`config.mk`:
```
export PLATFORM = sky130hd
export DESIGN_NAME = serial_add_ctrl
export DESIGN_NICKNAME = d
export VERILOG_FILES = /design/src/rtl/serial_add_ctrl.sv
export SDC_FILE = /design/constraint.sdc
export NUM_CORES = 1
export LEC_CHECK = 0
export ABC_AREA = 1
export CORE_UTILIZATION = 35
export CTS_BUF_LIST = sky130_fd_sc_hd__clkbuf_16
export DETAILED_ROUTE_END_ITERATION = 8
export HOLD_SLACK_MARGIN = 0.02
export PLACE_DENSITY = 0.76
export SETUP_SLACK_MARGIN = 0.5
export SLEW_MARGIN = 40
export SYNTH_ARGS = -nofsm -noshare
export SYNTH_HDL_FRONTEND = slang
export SYNTH_SLANG_ARGS = --single-unit
```
`constraint.sdc`:
```
create_clock -name clk -period 1.3 [get_ports clk]
set_input_delay 0.195 -clock clk [delete_from_list [all_inputs] [get_ports clk]]
set_output_delay 0.195 -clock clk [all_outputs]
set_load 0.01 [all_outputs]
```
`src/rtl/serial_add_ctrl.sv`:
```
// serial_add_ctrl
//   Initiator for the start/done protocol of the 8-bit LSB-first serial adder.
//   Takes an operand pair from the host channel and loads it into add_a/add_b.
//   It then pulses add_start and waits for the adder's done pulse.
//   The captured sum is returned on the result channel. If done never arrives,
//   the adder gets an add_rst pulse and the host receives an error result.
//
// Ports
//   clk, rst            clock; synchronous active-high reset
//   op_valid/op_ready   host operand channel (op_a, op_b)
//   res_valid/res_ready result channel (res_data, res_err)
//   add_a/add_b         operands to the adder, held from capture to next capture
//   add_start/add_rst   one-cycle pulses to the adder
//   add_c/add_done      sum and single-cycle done pulse from the adder
//   busy                controller is not idle
//   state_dbg           current FSM state encoding
//   chk_mismatch        (SERIAL_ADD_CHECK_EN only) sticky adder-result mismatch
//
// Handshakes: a transfer happens on a posedge where valid and ready are both
// high. Once a side raises valid, it holds valid and its data until that
// transfer. op_ready depends on state only. res_valid/res_data/res_err are
// registered.
//
// Optional build macro SERIAL_ADD_CHECK_EN adds an internal add_a+add_b
// cross-check of add_c. The result is reported through res_err and chk_mismatch.

module serial_add_ctrl #(
    parameter int WIDTH       = 8,
    parameter int TIMEOUT_CYC = 16,
    parameter int CNT_W       = 5
) (
    input  logic             clk,
    input  logic             rst,
    input  logic             op_valid,
    input  logic [WIDTH-1:0] op_a,
    input  logic [WIDTH-1:0] op_b,
    output logic             op_ready,
    output logic             res_valid,
    output logic [WIDTH-1:0] res_data,
    output logic             res_err,
    input  logic             res_ready,
    output logic [WIDTH-1:0] add_a,
    output logic [WIDTH-1:0] add_b,
    output logic             add_start,
    output logic             add_rst,
    input  logic [WIDTH-1:0] add_c,
    input  logic             add_done,
    output logic             busy,
    output logic [2:0]       state_dbg
`ifdef SERIAL_ADD_CHECK_EN
    ,
    output logic             chk_mismatch
`endif
);

    typedef enum logic [2:0] {
        IDLE    = 3'd0,
        ISSUE   = 3'd1,
        WAIT    = 3'd2,
        RECOVER = 3'd3,
        RESP    = 3'd4
    } state_t;

    localparam logic [CNT_W-1:0] TIMEOUT_V = CNT_W'(TIMEOUT_CYC);

    state_t           state_q, state_d;
    logic [CNT_W-1:0] cnt_q;
    logic [CNT_W-1:0] cnt_inc;
    logic             mism;

`ifdef SERIAL_ADD_CHECK_EN
    logic [WIDTH-1:0] exp_sum;
    assign exp_sum = add_a + add_b;
    assign mism    = (add_c != exp_sum);
`else
    assign mism    = 1'b0;
`endif

    assign op_ready  = (state_q == IDLE);
    assign busy      = (state_q != IDLE);
    assign state_dbg = state_q;

    // Next-state logic. The timeout fires on the WAIT cycle whose increment
    // would reach TIMEOUT_CYC. The controller therefore spends exactly
    // TIMEOUT_CYC cycles in WAIT before RECOVER. A done pulse in that same
    // cycle still takes priority.
    always_comb begin
        state_d = state_q;
        cnt_inc = cnt_q + 1'b1;
        case (state_q)
            IDLE:    if (op_valid) state_d = ISSUE;
            ISSUE:   state_d = WAIT;
            WAIT: begin
                if (add_done)
                    state_d = RESP;
                else if (cnt_inc == TIMEOUT_V)
                    state_d = RECOVER;
            end
            RECOVER: state_d = RESP;
            RESP:    if (res_ready) state_d = IDLE;
            default: state_d = IDLE;
        endcase
    end

    // State, counter and registered outputs. add_start/add_rst/res_valid are
    // decoded from the next state. Each one is therefore a clean flop output
    // aligned with its state. The adder is reset together with the controller.
    always_ff @(posedge clk) begin
        if (rst) begin
            state_q   <= IDLE;
            cnt_q     <= '0;
            add_a     <= '0;
            add_b     <= '0;
            add_start <= 1'b0;
            add_rst   <= 1'b1;
            res_valid <= 1'b0;
            res_data  <= '0;
            res_err   <= 1'b0;
        end else begin
            state_q   <= state_d;
            add_start <= (state_d == ISSUE);
            add_rst   <= (state_d == RECOVER);
            res_valid <= (state_d == RESP);

            if (state_q == IDLE && op_valid) begin
                add_a <= op_a;
                add_b <= op_b;
            end

            if (state_q == ISSUE)
                cnt_q <= '0;
            else if (state_q == WAIT)
                cnt_q <= cnt_inc;

            // Results are only ever written in WAIT. A done pulse in any
            // other state leaves them untouched.
            if (state_q == WAIT) begin
                if (add_done) begin
                    res_data <= add_c;
                    res_err  <= mism;
                end else if (state_d == RECOVER) begin
                    res_data <= '0;
                    res_err  <= 1'b1;
                end
            end
        end
    end

`ifdef SERIAL_ADD_CHECK_EN
    always_ff @(posedge clk) begin
        if (rst)
            chk_mismatch <= 1'b0;
        else if (state_q == WAIT && add_done && mism)
            chk_mismatch <= 1'b1;
    end
`endif

endmodule

```
Word-level counts from Yosys, hierarchy flattened
Cells that the tools add are included.

$add $sub $neg: 1. Multiplexer cells: 9. Equal/unequal tests: 8. Reductions and logical operators: 6.

Operators by type and width (number): 8-bit 2-to-1 mux (2); 3-bit case mux with 5 select lines (1); 3-bit 2-to-1 mux (4); 3-bit by 2-bit equality test with 1-bit output, second input constant (3); 3-bit by 1-bit equality test with 1-bit output, second input constant (2); 3-bit equality test, second input constant (2); 5-bit by 1-bit adder with 5-bit output, second input constant (1); 5-bit equality test, second input constant (1); 3-bit logical NOT (1); 3-bit nonzero test (1); 1-bit 2-to-1 mux (2); 2-bit AND reduction (1); 2-bit nonzero test (1); 2-bit OR reduction (1); 1-bit logical AND (1).

Register bits after elaboration: 36. Input port bits: 29. Output and inout port bits: 33.

Depth between registers and ports, before layout
Word-level depth: 8. Depth in mapped cells: 8. Gate-level depth less buffers: 8.

Least setup slack after synthesis
Ideal clock, no wire load.

Kind: reg2reg. Start point: reg cnt_q[0]. End point: reg res_data[6]. Arrival time: 1.172 ns. Data required time: 1.166 ns. Stages on the path, launching flop included: 9. Slack: -0.005 ns. Path buffers: 0. Cell sequence: dfxtp_1 > ha_1 > nand3_1 > nand2_1 > nand2_1 > nor2_1 > nand2_2 > nand3_1 > a21oi_1.

Longest elaborated chain between the ends: 8.

Ends and longest elaborated chain: from (decl) (line 67) `logic [CNT_W-1:0] cnt_q;`; from (signal assigned) (line 133) `cnt_q <= cnt_inc;`; 5-bit by 1-bit adder with 5-bit output (line 89) `cnt_inc = cnt_q + 1'b1;`; 5-bit equality test (line 96) `else if (cnt_inc == TIMEOUT_V)`; 3-bit 2-to-1 mux (line 96); 3-bit 2-to-1 mux (line 94) `if (add_done)`; 3-bit case mux with 5 select lines (line 90) `case (state_q)`; 3-bit by 2-bit equality test with 1-bit output (line 141) `end else if (state_d == RECOVER) begin`; 2-bit nonzero test (no line); 2-bit AND reduction (no line); to (signal assigned) (line 117) `res_data <= '0;`; to (signal assigned) (line 139) `res_data <= add_c;`; to (signal assigned) (line 142) `res_data <= '0;`; to (decl) (line 39) `output logic [WIDTH-1:0] res_data,`.

Every way passes these cells. A chain may end at the register's enable or synchronous reset.

Worst setup path in the final report
Start point: reg state_q[1], in the netlist state_dbg[1]. End point: reg res_data[6].

Longest elaborated chain between the ends: 6. Elaborated cells on any way between the ends: 13. Those cells by class: eq/ne: 5; mux: 5; reduce/logical: 3.

Ends and longest elaborated chain: from (decl) (line 66) `state_t state_q, state_d;`; from (signal assigned) (line 120) `state_q <= state_d;`; 3-bit 2-to-1 mux (line 96); 3-bit 2-to-1 mux (line 94); 3-bit case mux with 5 select lines (line 90); 3-bit by 2-bit equality test with 1-bit output (line 141); 2-bit nonzero test (no line); 2-bit AND reduction (no line) (*).

Every way passes the cells marked *; elsewhere a longest branch is shown, timed or not.

==> metrics <==
Via density ~5.3; routability cong. between 0.7 and 0.8; Synthesized Nets 200; number of max-cap violations 0; clock skew a little over 0.008 ns; Nets a little over 300; I/O pin cnt 62; Leak approximately 1.3 nW; H-tree depth 2; Die Wd roughly 65 um; sw frac 27.8%; R2R depth 7; post-route antenna net violation count 0; WS Path Type reg2reg; Synth area leader dfxtp_1; largest net degree at the start of global routing 17; Area Growth Syn to Fin 122%; # diodes 0; Worst Path Arrival roughly 1.6 ns; r2r setup slk -0.11 ns; Crit. End Element flip-flop; minimum clock period ~1.4 ns; Gate power share ~28%; CP max FO 5; Synth Cell Area around 1400 um^2; multi-input gate area in the final layout 933 um^2; WL final 6210 um; Final Util 82.2%; Worst-Margin Slew approximately 0.80 ns; Hold/Removal Path Class in2reg; Die ar. between 4000 and 5000 um^2; Max Root-Sink Buffers 2; Initial DRC Count around 160; max-slew violation count 0; fillers ~210; ys flop type dfxtp_1; final setup fails 28; worst skew pair latency 0.28 ns; clock power share between 30% and 40%; R2R Path End res_data[6]; Hold Path Depth 3; Congestion Overflow GR 0; Clock transition at path regs approximately 0.06 ns; Sink Count 36; GRT Total Usage between 20 and 30%; part of the power in registers 37.5%; status finished with violations; number of flops mapped to enable cells by yosys 0; DP Area ~2100 um^2; Core Box Area approximately 3700 um^2; Root Buffer clkbuf_16; DR vias around 1700; Design Area, Final 3050 um^2; HP Start add_c[1]; drt drc 0; flop and latch count out of synthesis 36; Hold Buf Count CTS 0; top cells by area, synth dfxtp_1, a21oi_1, nand3_1, nand2_1, inv_1; die height roughly 65 um; net switching power between 0.0009 and 0.001 W; Required @ worst endpoint about 1.5 ns; Post-Syn Instances 170; startpoint class of the critical path flip-flop; Int Pwr about 0.0023 W; Critical R2R Launch state_dbg[1]; Avg Synthesized Cell Area roughly 8.1 um^2; share of cells above drive strength 1 approximately 66%; routed len/inst between 15 and 20 um; f_max between 700 and 800 MHz; crit share post-route 109%; Placement Rows 22; Yosys Warn Count 0; Seq/Total Area, Yosys between 50% and 60%; Hold Fails Final Rpt 0; failing checks setup timing; drt first pass iters 4; initial antenna violation count 0; port buffer count between 60 and 70; cts bufs inserted 5; TritonCTS clock tree yes; Peak VDD IR between 0.7 and 0.8 mV; PwrDens ~1100 nW/um^2; initial cell density of the core 37.1%; Final WS setup -0.113 ns; hold endpoint res_data[1]; final setup TNS -1.42 ns; Slew headroom between 40% and 50%; dpl ws -0.0508 ns; final HPWL from detailed placement between 2000 and 2500 um; ys async rst share 0%; Distinct cells, synth 24; first-pass GRT wire length 7900 um; FF+latch area between 700 and 800 um^2; vias in the first global route ~1500; RSZ-0062 raised after global routing true; post-synth top area share 52.3%
## worst max-delay path by stage
| stage | start | to | slack, ns | depth (start not counted) |
|---|---|---|---|---|
| 6_report | state_dbg[1] | res_data[6] | -0.11 | 7 |
| 5_1_grt | state_dbg[1] | res_err | -0.22 | 6 |
| 4_1_cts | cnt_q[0] | res_data[0] | 0.02 | 8 |
| 3_5_place_dp | state_dbg[0] | op_ready | -0.05 | 4 |
| 3_3_place_gp | state_dbg[0] | op_ready | -0.03 | 4 |
| 2_1_floorplan | cnt_q[1] | res_data[6] | 0.13 | 8 |
## metrics by stage
| stage | power, W | hold slack (ns) | std cells |
|---|---|---|---|
| finish | 0.00325 | 0.470 | 323 |
| global route | 0.00336 | 0.486 | 323 |
| CTS | 0.00305 | 0.461 | 305 |
| detailed placement | 0.00167 | 0.451 | 280 |
| global placement | 0.00167 | 0.449 | 280 |
| floorplan | 0.00142 | 0.291 | 170 |
## per-layer routing
layer,vias up,global-route usage (%),wire length [um]
li1,790,-,-
met1,838,33.1,2510
met2,64,41.3,3250
met3,14,5.46,306
met4,0,11.1,146
met5,-,0,0
## critical path, stage by stage (launching register included)
cell	delay, ns
dfxtp_4	0.39
inv_4	0.05
nor2_4	0.12
nand4_1	0.21
nor2_4	0.25
nand2_4	0.10
nand3_1	0.09
a21oi_1	0.07
## cells by family (layout without fill, tap and decap cells)
family                     count (synthesis)  after routing  synth area share, %
and+or+nand+nor                           78             82                 26.5
xor gates and xnor gates                   1              1                0.635
adders and majority gates                  1              1                0.907
DFF                                       36             36                 52.3
buffers and inverters                     18            119                 6.08
AOI/OAI and AO/OA                         36             36                 13.6
## sequential cells by signal, summed over array words and instances, names as in the netlist
name,count
add_a,8
add_b,8
add_rst,1
add_start,1
cnt_q,5
res_data,8
res_err,1
res_valid,1
state_dbg,3
## synthesized netlist by cell type, drive strengths merged, types with 2 or more instances
library cell and instances:
nand3 27, nand2 38, clkbuf 3, nand4 3, dfxtp 36, a21oi 32, inv 11, o21ai 2
buf 4, nor2 9
## layout make-up
cell class	instances	area share, %
repair buffers	99	34.9
multi-input cells	120	30.6
flip-flops and latches	36	25.8
clock buffers	5	4.10
inverters	11	2.09
well taps	48	1.97
clock inverters	3	0.410
repair inverters	1	0.246
## power groups by stage
stage	registers, W	logic [W]	clock network (W)
after floorplan	0.00124	0.000184	0
after global placement	0.00122	0.000451	0
after detailed placement	0.00122	0.000453	0
after CTS	0.00121	0.000718	0.00112
after global routing	0.00122	0.000938	0.00120
final	0.00122	0.000904	0.00113
## cells in the final DEF, fill, tap and decap left out, types with 2 or more instances in the layout
cell type and count:
buf_12 5, inv_1 7, clkbuf_16 5, nand2_8 3, nand3_2 11, buf_16 3, clkdlybuf4s50_1 27, buf_6 36
dfxtp_4 10, a21oi_2 15, o21ai_2 2, dfxtp_2 23, nand3_1 16, inv_4 2, nand2_1 12, a21oi_1 17
nand2_4 17, inv_2 2, nand4_1 3, buf_2 2, nor2_4 5, dfxtp_1 3, buf_4 25, nand2_2 10
nor2_1 4
## repair_timing
action / 4_1_cts / 5_1_grt
resized for setup: 237 / 52
setup endpoints to repair: 69 / 69
buffers inserted: 9 / 18
gates cloned: 8 / 0
pin swaps: 25 / 13
Note: power is estimated with default switching activity, not from simulation.
